**config.mk**
```make
export PLATFORM = sky130hd
export DESIGN_NAME = fp_mul_seq_flat
export DESIGN_NICKNAME = d
export VERILOG_FILES = /design/src/rtl/fp_mul_seq_if.sv /design/src/rtl/fp_mul_seq.sv /design/src/flat_wrapper.sv
export SDC_FILE = /design/constraint.sdc
export NUM_CORES = 1
export LEC_CHECK = 0
export CAP_MARGIN = 10
export CORE_ASPECT_RATIO = 1.4
export CORE_MARGIN = 2
export CORE_UTILIZATION = 40
export DETAILED_ROUTE_END_ITERATION = 16
export MAX_ROUTING_LAYER = met4
export SLEW_MARGIN = 20
export SYNTH_ARGS = -nofsm -noshare
export SYNTH_HDL_FRONTEND = slang
export SYNTH_SLANG_ARGS = --single-unit
```
**constraint.sdc**
```tcl
create_clock -name clk -period 7.25 [get_ports clk]
set_input_delay 0.725 -clock clk [delete_from_list [all_inputs] [get_ports clk]]
set_output_delay 0.725 -clock clk [all_outputs]
set_load 0.01 [all_outputs]
```
**src/rtl/fp_mul_seq_if.sv**
```systemverilog
// Request/result bundle for the sequential floating-point multiplier.
// W = 1 + EXP_W + MAN_W; widths must match the attached fp_mul_seq instance.
interface fp_mul_seq_if #(
  parameter int EXP_W = 8,
  parameter int MAN_W = 23
) ();
  localparam int W = 1 + EXP_W + MAN_W;

  logic         start;
  logic [W-1:0] a;
  logic [W-1:0] b;
  logic         busy;
  logic         done;
  logic [W-1:0] ans;
  logic         overflow;
  logic         underflow;
  logic         invalid;

  modport master (
    output start, a, b,
    input  busy, done, ans, overflow, underflow, invalid
  );

  modport slave (
    input  start, a, b,
    output busy, done, ans, overflow, underflow, invalid
  );
endinterface

```
**src/rtl/fp_mul_seq.sv**
```systemverilog
// Sequential IEEE-754-style multiplier: shift-add significand product, then
// normalise, round (truncate or nearest-even) and pack with special-value handling.
module fp_mul_seq #(
  parameter int EXP_W = 8,
  parameter int MAN_W = 23,
  parameter int ROUND = 0
) (
  input logic         clk,
  input logic         rst,
  fp_mul_seq_if.slave bus
);
  localparam int W  = 1 + EXP_W + MAN_W;
  localparam int SW = MAN_W + 1;
  localparam int PW = 2 * SW;
  localparam int EW = EXP_W + 2;
  localparam int CW = $clog2(SW + 1);
  localparam logic signed [EW-1:0] BIAS = EW'((1 << (EXP_W - 1)) - 1);
  localparam logic signed [EW-1:0] EMAX = EW'((1 << EXP_W) - 1);

  localparam logic [1:0] S_IDLE = 2'd0;
  localparam logic [1:0] S_MUL  = 2'd1;
  localparam logic [1:0] S_NORM = 2'd2;
  localparam logic [1:0] S_RND  = 2'd3;

  localparam logic [1:0] K_NONE = 2'd0;
  localparam logic [1:0] K_ZERO = 2'd1;
  localparam logic [1:0] K_NAN  = 2'd2;
  localparam logic [1:0] K_INF  = 2'd3;

  logic [1:0]           state;
  logic [1:0]           kind;
  logic [CW-1:0]        cnt;
  logic                 sign;
  logic [EXP_W-1:0]     ea, eb;
  logic [PW-1:0]        mcand, prod;
  logic [SW-1:0]        mplr;
  logic signed [EW-1:0] e;
  logic [MAN_W-1:0]     frac;
  logic                 guard, sticky;

  logic                 a_emax, b_emax, a_ezero, b_ezero, a_mnz, b_mnz;
  logic [1:0]           kind_in;
  logic signed [EW-1:0] e_sum;
  logic                 inc;
  logic [MAN_W:0]       frac_inc;
  logic signed [EW-1:0] e_r;
  logic [W-1:0]         ans_n;
  logic                 ovf_n, unf_n, inv_n;

  assign bus.busy = (state != S_IDLE);

  // Special-operand classification, captured alongside the operands.
  always_comb begin
    a_emax  = &bus.a[W-2:MAN_W];
    b_emax  = &bus.b[W-2:MAN_W];
    a_ezero = ~|bus.a[W-2:MAN_W];
    b_ezero = ~|bus.b[W-2:MAN_W];
    a_mnz   = |bus.a[MAN_W-1:0];
    b_mnz   = |bus.b[MAN_W-1:0];
    kind_in = K_NONE;
    if ((a_emax & a_mnz) | (b_emax & b_mnz) | (a_emax & b_ezero) | (b_emax & a_ezero))
      kind_in = K_NAN;
    else if (a_emax | b_emax)
      kind_in = K_INF;
    else if (a_ezero | b_ezero)
      kind_in = K_ZERO;
  end

  always_comb begin
    e_sum    = $signed({2'b00, ea}) + $signed({2'b00, eb}) - BIAS;
    inc      = (ROUND == 1) && guard && (sticky || frac[0]);
    frac_inc = {1'b0, frac} + {{MAN_W{1'b0}}, inc};
    // A rounding carry leaves the low fraction bits at zero already.
    e_r      = frac_inc[MAN_W] ? e + EW'(1) : e;
    ans_n    = '0;
    ovf_n    = 1'b0;
    unf_n    = 1'b0;
    inv_n    = 1'b0;
    case (kind)
      K_ZERO: ans_n = {sign, {(W-1){1'b0}}};
      K_NAN: begin
        ans_n = {1'b0, {EXP_W{1'b1}}, 1'b1, {(MAN_W-1){1'b0}}};
        inv_n = 1'b1;
      end
      K_INF: ans_n = {sign, {EXP_W{1'b1}}, {MAN_W{1'b0}}};
      default: begin
        if (e_r >= EMAX) begin
          ans_n = {sign, {EXP_W{1'b1}}, {MAN_W{1'b0}}};
          ovf_n = 1'b1;
        end else if (e_r <= 0) begin
          ans_n = {sign, {(W-1){1'b0}}};
          unf_n = 1'b1;
        end else begin
          ans_n = {sign, e_r[EXP_W-1:0], frac_inc[MAN_W-1:0]};
        end
      end
    endcase
  end

  always_ff @(posedge clk or posedge rst) begin
    if (rst) begin
      state         <= S_IDLE;
      kind          <= K_NONE;
      cnt           <= '0;
      sign          <= 1'b0;
      ea            <= '0;
      eb            <= '0;
      mcand         <= '0;
      mplr          <= '0;
      prod          <= '0;
      e             <= '0;
      frac          <= '0;
      guard         <= 1'b0;
      sticky        <= 1'b0;
      bus.done      <= 1'b0;
      bus.ans       <= '0;
      bus.overflow  <= 1'b0;
      bus.underflow <= 1'b0;
      bus.invalid   <= 1'b0;
    end else begin
      bus.done <= 1'b0;
      case (state)
        S_IDLE: begin
          if (bus.start) begin
            sign  <= bus.a[W-1] ^ bus.b[W-1];
            ea    <= bus.a[W-2:MAN_W];
            eb    <= bus.b[W-2:MAN_W];
            mcand <= {{SW{1'b0}}, 1'b1, bus.a[MAN_W-1:0]};
            mplr  <= {1'b1, bus.b[MAN_W-1:0]};
            prod  <= '0;
            kind  <= kind_in;
            cnt   <= '0;
            state <= S_MUL;
          end
        end
        S_MUL: begin
          if (mplr[0]) prod <= prod + mcand;
          mcand <= mcand << 1;
          mplr  <= mplr >> 1;
          cnt   <= cnt + CW'(1);
          if (cnt == CW'(SW - 1)) state <= S_NORM;
        end
        S_NORM: begin
          if (prod[PW-1]) begin
            e      <= e_sum + EW'(1);
            frac   <= prod[PW-2 -: MAN_W];
            guard  <= prod[MAN_W];
            sticky <= |prod[MAN_W-1:0];
          end else begin
            e      <= e_sum;
            frac   <= prod[PW-3 -: MAN_W];
            guard  <= prod[MAN_W-1];
            sticky <= |prod[MAN_W-2:0];
          end
          state <= S_RND;
        end
        default: begin
          bus.ans       <= ans_n;
          bus.overflow  <= ovf_n;
          bus.underflow <= unf_n;
          bus.invalid   <= inv_n;
          bus.done      <= 1'b1;
          state         <= S_IDLE;
        end
      endcase
    end
  end
endmodule

```
**src/flat_wrapper.sv**
```systemverilog
// flat-port wrapper written by rule: the top's interface ports become plain ports
module fp_mul_seq_flat 
#(
  parameter int EXP_W = 8,
  parameter int MAN_W = 23,
  parameter int ROUND = 0
)
  (clk, rst, bus_start, bus_a, bus_b, bus_busy, bus_done, bus_ans, bus_overflow, bus_underflow, bus_invalid);
  fp_mul_seq_if #(.EXP_W(EXP_W), .MAN_W(MAN_W)) bus_i ();
  input logic clk;
  input logic rst;
  input wire logic [$bits(bus_i.start)-1:0] bus_start;
  input wire logic [$bits(bus_i.a)-1:0] bus_a;
  input wire logic [$bits(bus_i.b)-1:0] bus_b;
  output wire logic [$bits(bus_i.busy)-1:0] bus_busy;
  output wire logic [$bits(bus_i.done)-1:0] bus_done;
  output wire logic [$bits(bus_i.ans)-1:0] bus_ans;
  output wire logic [$bits(bus_i.overflow)-1:0] bus_overflow;
  output wire logic [$bits(bus_i.underflow)-1:0] bus_underflow;
  output wire logic [$bits(bus_i.invalid)-1:0] bus_invalid;
  assign bus_i.start = bus_start;
  assign bus_i.a = bus_a;
  assign bus_i.b = bus_b;
  assign bus_busy = bus_i.busy;
  assign bus_done = bus_i.done;
  assign bus_ans = bus_i.ans;
  assign bus_overflow = bus_i.overflow;
  assign bus_underflow = bus_i.underflow;
  assign bus_invalid = bus_i.invalid;
  fp_mul_seq #(.EXP_W(EXP_W), .MAN_W(MAN_W), .ROUND(ROUND)) u_core (.clk(clk), .rst(rst), .bus(bus_i));
endmodule
```
======== Word level (Yosys, flattened, before mapping) ========
Cells that the tools add are included.
word-level totals
  register bits ........................... 215
  word-level logic and storage cells ...... 86
cells by class
  add/subtract/negate cells ............... 5
  order comparisons ....................... 2
  equality and inequality tests ........... 9
  multiplexer cells ....................... 27
  bitwise operators ....................... 10
  reduce and logical (&&, ||, !) cells .... 17
operators by type and width
  cell                     number
  $pmux W48 S2             2
  $mux W48                 3
  $pmux W32 S3             1
  $mux W31                 2
  $add A48 B48 Y48         1
  $pmux W24 S2             1
  $reduce_or A23 Y1        2
  $mux W24                 1
  $mux W23                 1
  $reduce_and A8 Y1        2
  $reduce_or A8 Y1         2
  $add A10 B2 Y10 const B  1
  $ge A10 B9 Y1 const B    1
  $le A10 B1 Y1 const B    1
  $mux W10                 1
  $pmux W5 S2              1
  $sub A10 B8 Y10 const B  1
  $add A8 B8 Y9            1
  $mux W1                  8
  $mux W2                  4
  $eq A2 B2 Y1 const B     3
  $pmux W2 S3              1
  $reduce_and A2 Y1        3
  $reduce_or A3 Y1         2
  other kinds (13)         24

======== Longest topological paths before layout ========
Gate-level depths: netlist of run 1.
  depth in word-level cells ............... 6
  mapped depth ............................ 12
  depth with buffers taken out ............ 12

======== Worst setup path before layout of run 1 ========
No wires, ideal clock.
  kind .................................... reg2reg
  start ................................... register u_core.prod[0]
  end ..................................... register u_core.prod[38]
  arrival ................................. 2.870 ns
  required time ........................... 7.128 ns
  slack ................................... 4.259 ns
  cell stages (with the launch flop) ...... 13
  period minus slack after synthesis ...... 2.991 ns
  path through ............................ dfrtp_1 ha_1 fa_1 a211o_1 o211ai_2 a21oi_2 nor2_2 o31ai_4 a31oi_4 o21ai_4 a311o_4 a21o_1 a32o_1
between the ends
  longest elaborated chain between the ends .. 3
ends and longest elaborated chain
  item                    RTL line           source
  from (decl)             fp_mul_seq.sv:35   logic [PW-1:0] mcand, prod;
  from (signal assigned)  fp_mul_seq.sv:137  if (mplr[0]) prod <= prod + mcand;
  $add A48 B48 Y48        fp_mul_seq.sv:137
  $mux W48                fp_mul_seq.sv:137
  $pmux W48 S2            fp_mul_seq.sv:122  case (state)
Every way passes these cells. The select of a mux whose other input is x is not followed.
A chain may end at the register's enable or synchronous reset.

======== Worst setup path in the final report of run 1 ========
  start ................................... register u_core.state[1]
  end ..................................... register u_core.prod[27]
between the ends
  longest elaborated chain between the ends .. 3
ends and longest elaborated chain
  item                                                         RTL line           source
  from (decl)                                                  fp_mul_seq.sv:30   logic [1:0] state;
  from (signal assigned)                                       fp_mul_seq.sv:102  state <= S_IDLE;
  from (signal assigned)                                       fp_mul_seq.sv:133  state <= S_MUL;
  from (signal assigned)                                       fp_mul_seq.sv:141  if (cnt == CW'(SW - 1)) state <= S_NORM;
  $eq A2 B1 Y1 / $logic_not A2 Y1 (equally long branches)      fp_mul_seq.sv:122
  $ne A2 B1 Y1 (no source line), or another cell as far along  --
  $reduce_and A3 Y1 (no source line)                           --
Parallel ways exist; a longest one is shown, timed or not.

==> results.md, run 1 <==
- Period utilization: 50.3%
- Input/output buffers: 103
- Vias: 9286
- Int Pwr: 0.00350 W
- Crit Path Max Fanout: 54
- Hpwl dp: 19200 µm
- Synth Area in Simple Gates: 12.9%
- Core box area: 0.0293 mm²
- Htree depth: 1
- Max-cap violation count: 0
- Largest net degree at the start of global routing: 145
- GRT busiest layer: met2
- Critical path endpoint category: flip-flop
- Leak: 6.22 nW
- Util after Layout: 48.0%
- Routability Congestion: 0.890
- Async set or reset register ratio after synthesis: 100%
- Clock-pin slew on the worst setup and hold paths: 70 ps
- Area Growth Syn to Fin: 17.9%
- Crit path required time: 7700 ps
- Fin Clk Skew: 12.8 ps
- NumNets Final: 1452
- Max_slew headroom: 37.1%
- Final WL: 26900 µm
- Type of the worst min-delay path: reg2reg
- Total Neg Setup Slack: 0 ps
- CTS tree: built
- WP data arrival: 4100 ps
- Worst-Margin Slew: 944 ps
- Post-synthesis cell type count: 67
- Mapped Nets: 1375
- Post-Synth Adder-Cell Area: 6.95%
- Most common cell after layout, fill and taps aside: dfrtp_1
- Register area share after synthesis: 45.2%
- Final Cell Area: 0.0140 mm²
- Vias per cell: 5.41
- Area after DPL: 0.0133 mm²
- Final worst slack: 3600 ps
- Pwr Density: 420 mW/mm²
- Synth Flop Type: dfrtp_1
- Post-CTS Setup Repair Bufs: 0
- Synth Area in Compound Gates: 19.7%
- Routing usage on met2: 31.4%
- FMAX: 0.274 GHz
- Post-synthesis mux area share: 7.79%
- Ys Warns: 0
- Clk sinks: 215
- R2r setup slk: 3600 ps
- Final setup violation count: 0
- CTS max path bufs: 3
- Commonest non-fill, non-tap cells in the layout: dfrtp_1, nand2_1, o21ai_0, clkdlybuf4s50_1, a21oi_1
- Peak supply drop: 0.000221 V
- Sw Share: 40.5%
- Die X: 150 µm
- Setup WS pre-CTS: 3400 ps
- First-pass GRT wire length: 45700 µm
- DRT Pass-1 Iters: 5
- Hold_buf cts: 0
- Clock share of power: 19.1%
- Yosys reg bits: 215
- Die H: 208 µm
- Total track usage: 18.1%
- Comb pwr share: 46.9%
- Antenna-violating nets left: 0
- Row count: 74
- RSZ-0062 raised after global routing: false
- Final min period: 3650 ps
- Hold Fails Final Rpt: 0
- Mapped Avg Cell Area: 9.58 µm²
- GRT overflow: 0
- Worst setup path category: reg2reg
- Status: finished, final reports clean
- DR iter-0 viols: 360
- Mapped Cells: 1243
- Met1 Use GR: 22.7%
- Vias in the first global route: 9159
- PostCTS Resize Cnt: 0
- Post-synthesis cell area: 0.0119 mm²
- Net switching power figure: 0.00239 W
- EDFF count, synth: 0
- Num ports: 104
- Diodes inserted: 0
- GR Util met3: 1.86%
- Power after layout: 0.00589 W
- Initial antenna violation count: 0
- Main combinational cell family by area after synthesis: compound AO/OA/AOI/OAI gates
- XOR/XNOR Fraction of Synth Area: 3.90%
- Worst Setup Start Kind: flip-flop
- Seq pwr share: 34.1%
- Fin. max-slew vios: 0
- Die area: 0.0312 mm²
- Root Buffer: clkbuf_16
- DRC violations left: 0
- Fillers: 2811
- Initial cell density of the core: 40.7%
- CTS buffer count: 23
- Layout cells sized above 1: 7.19%
- Worst skew pair latency: 520 ps
- DR WL/cell: 15.7 µm
-- sequential cells by signal (all words and copies together), names as in the netlist --
name,count
u_core.bus.ans,32
u_core.bus.done,1
u_core.bus.invalid,1
u_core.bus.overflow,1
u_core.bus.underflow,1
u_core.cnt,5
u_core.e,10
u_core.ea,8
u_core.eb,8
u_core.frac,23
u_core.kind,2
u_core.mcand,48
u_core.mplr,24
u_core.prod,48
u_core.sign,1
u_core.state,2
-- power groups by stage --
stage                     logic, W  registers [W]  clock network (W)
after floorplan            0.00209        0.00196                  0
after global placement     0.00271        0.00201                  0
after detailed placement   0.00278        0.00203                  0
after CTS                  0.00279        0.00201            0.00116
after global routing       0.00313        0.00207            0.00121
final                      0.00276        0.00201            0.00112
-- critical path, stage by stage (launching register included) --
cell	delay, ps
dfrtp_1	400
inv_1	100
ha_2	180
buf_4	630
and2_1	860
nand2_2	420
buf_4	360
or4_1	520
nand3_1	80
-- synthesized netlist by cell type, types with 10 or more instances --
| library cell | n | share of area, % |
|---|---|---|
| nand4_1 | 23 | 1.2 |
| a211oi_1 | 10 | 0.63 |
| clkbuf_1 | 51 | 1.6 |
| inv_1 | 51 | 1.6 |
| xnor2_1 | 32 | 2.4 |
| o21ai_0 | 130 | 5.5 |
| mux2i_1 | 68 | 5.7 |
| nand3_1 | 26 | 1.1 |
| nand2_1 | 158 | 5.0 |
| xor2_1 | 21 | 1.5 |
| o21bai_1 | 12 | 0.76 |
| a22o_1 | 29 | 2.1 |
| nor2_1 | 67 | 2.1 |
| mux2_2 | 22 | 2.1 |
| nor4_1 | 17 | 0.89 |
| a21oi_1 | 92 | 3.9 |
| a21o_1 | 27 | 1.7 |
| nor3_1 | 14 | 0.59 |
| dfrtp_1 | 215 | 45 |
| ha_1 | 63 | 6.6 |
-- stage by stage --
stage | hold WS, ps | cells
6_report | 476 | 1715
5_1_grt | 511 | 1715
4_1_cts | 479 | 1714
3_5_place_dp | 464 | 1674
3_3_place_gp | 462 | 1674
2_1_floorplan | 450 | 1243
-- layer usage --
metal / share of wire, % / routed length (µm)
met2: 51 / 13600
met4: 1.5 / 417
met1: 45 / 12100
met3: 2.9 / 788
met5: 0 / 0
-- path summary, 6_finish.rpt --
kind | startpoint | end | cells past startpoint
setup reg to reg | u_core.state[1]$_DFFE_PP0P_ | u_core.prod[27]$_DFFE_PP0P_ | 8
hold / removal | u_core.mplr[2]$_DFFE_PP0P_ | u_core.mplr[2]$_DFFE_PP0P_ | 2
hold reg to reg | u_core.mplr[2]$_DFFE_PP0P_ | u_core.mplr[2]$_DFFE_PP0P_ | 2
setup / recovery | u_core.state[1]$_DFFE_PP0P_ | u_core.prod[27]$_DFFE_PP0P_ | 8
max in group asynchronous | rst | u_core.bus.ans[6]$_DFFE_PP0P_ | 4
min in group asynchronous | rst | u_core.mplr[12]$_DFFE_PP0P_ | 2
-- area by class of cell --
type | instances | area (µm²) | share of cell area (%)
clock buffer | 31 | 656 | 4.67
clock inverter | 9 | 65.1 | 0.463
inverter | 51 | 199 | 1.42
multi-input combinational | 916 | 6140 | 43.7
sequential | 215 | 5380 | 38.3
tap | 380 | 475 | 3.39
timing repair buffer | 113 | 1130 | 8.02
-- logic make-up (layout without fill, tap and decap cells) --
family | Yosys count | count (layout)
buf+inv | 112 | 204
simple gates | 340 | 340
flops | 215 | 215
xor+xnor | 53 | 53
compound gates | 368 | 368
fa+ha+maj | 65 | 65
mux | 90 | 90
(Power assumes the default switching activity.)
==> run 2: changes to the inputs <==
==> constraint.sdc (replaced) <==
create_clock -name clk -period 3.5 [get_ports clk]
set_input_delay 0.35 -clock clk [delete_from_list [all_inputs] [get_ports clk]]
set_output_delay 0.35 -clock clk [all_outputs]
set_load 0.01 [all_outputs]
==> run 2 against run 1 <==
Compared with the run above: clock power is 110% higher; non-clock buffer count is 9 higher; via count is 0.89% lower; sequential power is 100% higher; largest power group unchanged.
==> results.md, run 2 (synthesis results as in run 1) <==
- Status: finished, final reports clean
- WHS: 270 ps (-206 ps)
- Largest net degree at the start of global routing: 60 (-59%)
- FMAX: 0.306 GHz (+12%)
- Cell count after placement: 1684 (+0.60%)
- Clock share of power: 19.2% (about the same)
- Final worst slack: 232 ps (-3370 ps)
- GRT overflow: 0 (unchanged)
- Pwr Density: 875 mW/mm² (+110%)
- Hold Fails Final Rpt: 0 (unchanged)
- Crit path required time: 3900 ps (-3800 ps)
- Comb pwr share: 47.6% (+0.7 points)
- Initial antenna violation count: 0 (unchanged)
- Antenna-violating nets left: 0 (unchanged)
- Input/output buffers: 103 (unchanged)
- Area Growth Syn to Fin: 18.8%
- Die area: 0.0312 mm² (unchanged)
- Fin Clk Skew: 11.7 ps (-1.11 ps)
- Net switching power figure: 0.00499 W (+110%)
- Final setup violation count: 0 (unchanged)
- Critical path endpoint category: flip-flop
- Setup WS pre-CTS: 249 ps (-3150 ps)
- Vias in the first global route: 9270 (+1.2%)
- Worst-Margin Slew: 829 ps (-115 ps)
- Worst skew pair latency: 510 ps (about the same)
- Die H: 208 µm (unchanged)
- Seq pwr share: 33.2% (-0.9 points)
- Sw Share: 40.3% (-0.23 points)
- Layout cells sized above 1: 7.51% (+0.32 points)
- Worst setup path category: reg2reg
- PostCTS Resize Cnt: 0 (unchanged)
- Vias per cell: 5.34 (-1.4%)
- Finished Layout Cells: 1724 (+0.52%)
- Row count: 74 (unchanged)
- Leak: 6.26 nW (+0.78%)
- NumNets Final: 1461 (+0.62%)
- Clk sinks: 215 (unchanged)
- Htree depth: 1 (unchanged)
- CTS max path bufs: 3 (unchanged)
- DR iter-0 viols: 547 (+52%)
- R2r setup slk: 230 ps (-3370 ps)
- Reg-to-reg startpoint: u_core.prod[0]$_DFFE_PP0P_
- Power after layout: 0.0124 W (+110%)
- Hpwl dp: 19800 µm (+2.8%)
- Final WL: 27300 µm (+1.3%)
- Largest regs: u_core.mcand x48, u_core.prod x48, u_core.bus.ans x32
- Int Pwr: 0.00739 W (+110%)
- CTS buffer count: 23 (unchanged)
- Hold_buf cts: 0 (unchanged)
- Total track usage: 18.3% (+0.29 points)
- DRT Pass-1 Iters: 6 (+1)
- Fin. max-slew vios: 0 (unchanged)
- Max-cap violation count: 0 (unchanged)
- Initial cell density of the core: 40.7% (unchanged)
- Worst Setup Start Kind: flip-flop
- R2R cell count: 12 (+4)
- Crit Path Max Fanout: 8 (-85%)
- Vias: 9203 (-0.89%)
- Root Buffer: clkbuf_16
- Total Neg Setup Slack: 0 ps (unchanged)
- Max_slew headroom: 44.7% (+7.7 points)
- Num ports: 104 (unchanged)
- Fillers: 2811 (unchanged)
- Peak supply drop: 0.000431 V (+95%)
- Most common cell after layout, fill and taps aside: dfrtp_1
- Commonest non-fill, non-tap cells in the layout: dfrtp_1, nand2_1, o21ai_0, clkdlybuf4s50_1, a21oi_1
- Clock-pin slew on the worst setup and hold paths: 60 ps (about the same)
- First-pass GRT wire length: 46400 µm (+1.4%)
- WP data arrival: 3670 ps (-430 ps)
- DR WL/cell: 15.8 µm (+0.75%)
- Routability Congestion: 0.878 (-1.3%)
- RSZ-0062 raised after global routing: false
- Final min period: 3270 ps (-380 ps)
- Die X: 150 µm (unchanged)
- Core box area: 0.0293 mm² (unchanged)
- Post-CTS Setup Repair Bufs: 0 (unchanged)
- DRC violations left: 0 (unchanged)
- Type of the worst min-delay path: in2async
- CTS tree: built
- Reg-to-Reg End: u_core.prod[38]$_DFFE_PP0P_
- Diodes inserted: 0 (unchanged)
- Period utilization: 93.4% (+43 points)
## run 2: cell types whose count changed in the layout (fill, tap and decap cells not counted), moves of 2 or more
| cell | change |
|---|---|
| buf_12 | +5 |
| buf_4 | +5 |
| clkbuf_1 | +2 |
| clkinv_2 | -2 |
## run 2: layout make-up
class                           count  area (µm²)  area share (%)
Multi-Input combinational cell    916        6130            43.4
Sequential cell                   215        5380            38.0
Timing Repair Buffer              122        1240            8.74
Clock buffer                       32         649            4.59
Tap cell                          380         475            3.36
Inverter                           51         195            1.38
Clock inverter                      8        73.8           0.522
## run 2: critical path: stages, from the launching register on
cell and delay [ps]:
dfrtp_1 390, ha_1 250, fa_1 430, a211o_1 300, o211ai_2 100, a21oi_2 80, nor2_2 230, o31ai_4 150
a31oi_4 270, o21ai_4 140, a311o_4 430, a21o_1 160, a32o_1 240
## run 2: power by group through the flow
stage          registers [W]  clock network [W]  logic (W)
6_report             0.00411            0.00237    0.00589
4_1_cts              0.00413            0.00245    0.00594
3_5_place_dp         0.00417                  0    0.00590
5_1_grt              0.00426            0.00254    0.00667
2_1_floorplan        0.00406                  0    0.00432
3_3_place_gp         0.00413                  0    0.00581
## run 2: worst max path at each step
stage                                      from                            end  cells after the start
detailed placement  u_core.mcand[0]$_DFFE_PP0P_    u_core.prod[38]$_DFFE_PP0P_                     12
global route        u_core.mcand[0]$_DFFE_PP0P_    u_core.prod[38]$_DFFE_PP0P_                     12
CTS                  u_core.prod[0]$_DFFE_PP0P_    u_core.prod[38]$_DFFE_PP0P_                     12
floorplan                                   rst  u_core.bus.ans[0]$_DFFE_PP0P_                      1
global placement    u_core.mcand[0]$_DFFE_PP0P_    u_core.prod[38]$_DFFE_PP0P_                     12
finish               u_core.prod[0]$_DFFE_PP0P_    u_core.prod[38]$_DFFE_PP0P_                     12
## run 2: stage by stage
step | util [%] | instance area [µm²]
after floorplan | - | 11900
after global placement | 45.9 | 13400
after detailed placement | 45.9 | 13400
after CTS | 48.3 | 14100
after global routing | 48.3 | 14100
final | 48.3 | 14100
## run 2: routing by layer
metal | up-vias | share of wire, % | GRT usage (%)
met5 | - | 0 | -
met4 | 0 | 2.1 | 4.52
li1 | 4623 | - | -
met3 | 41 | 3.2 | 2.11
met1 | 4371 | 45 | 23.3
met2 | 168 | 50 | 31.2
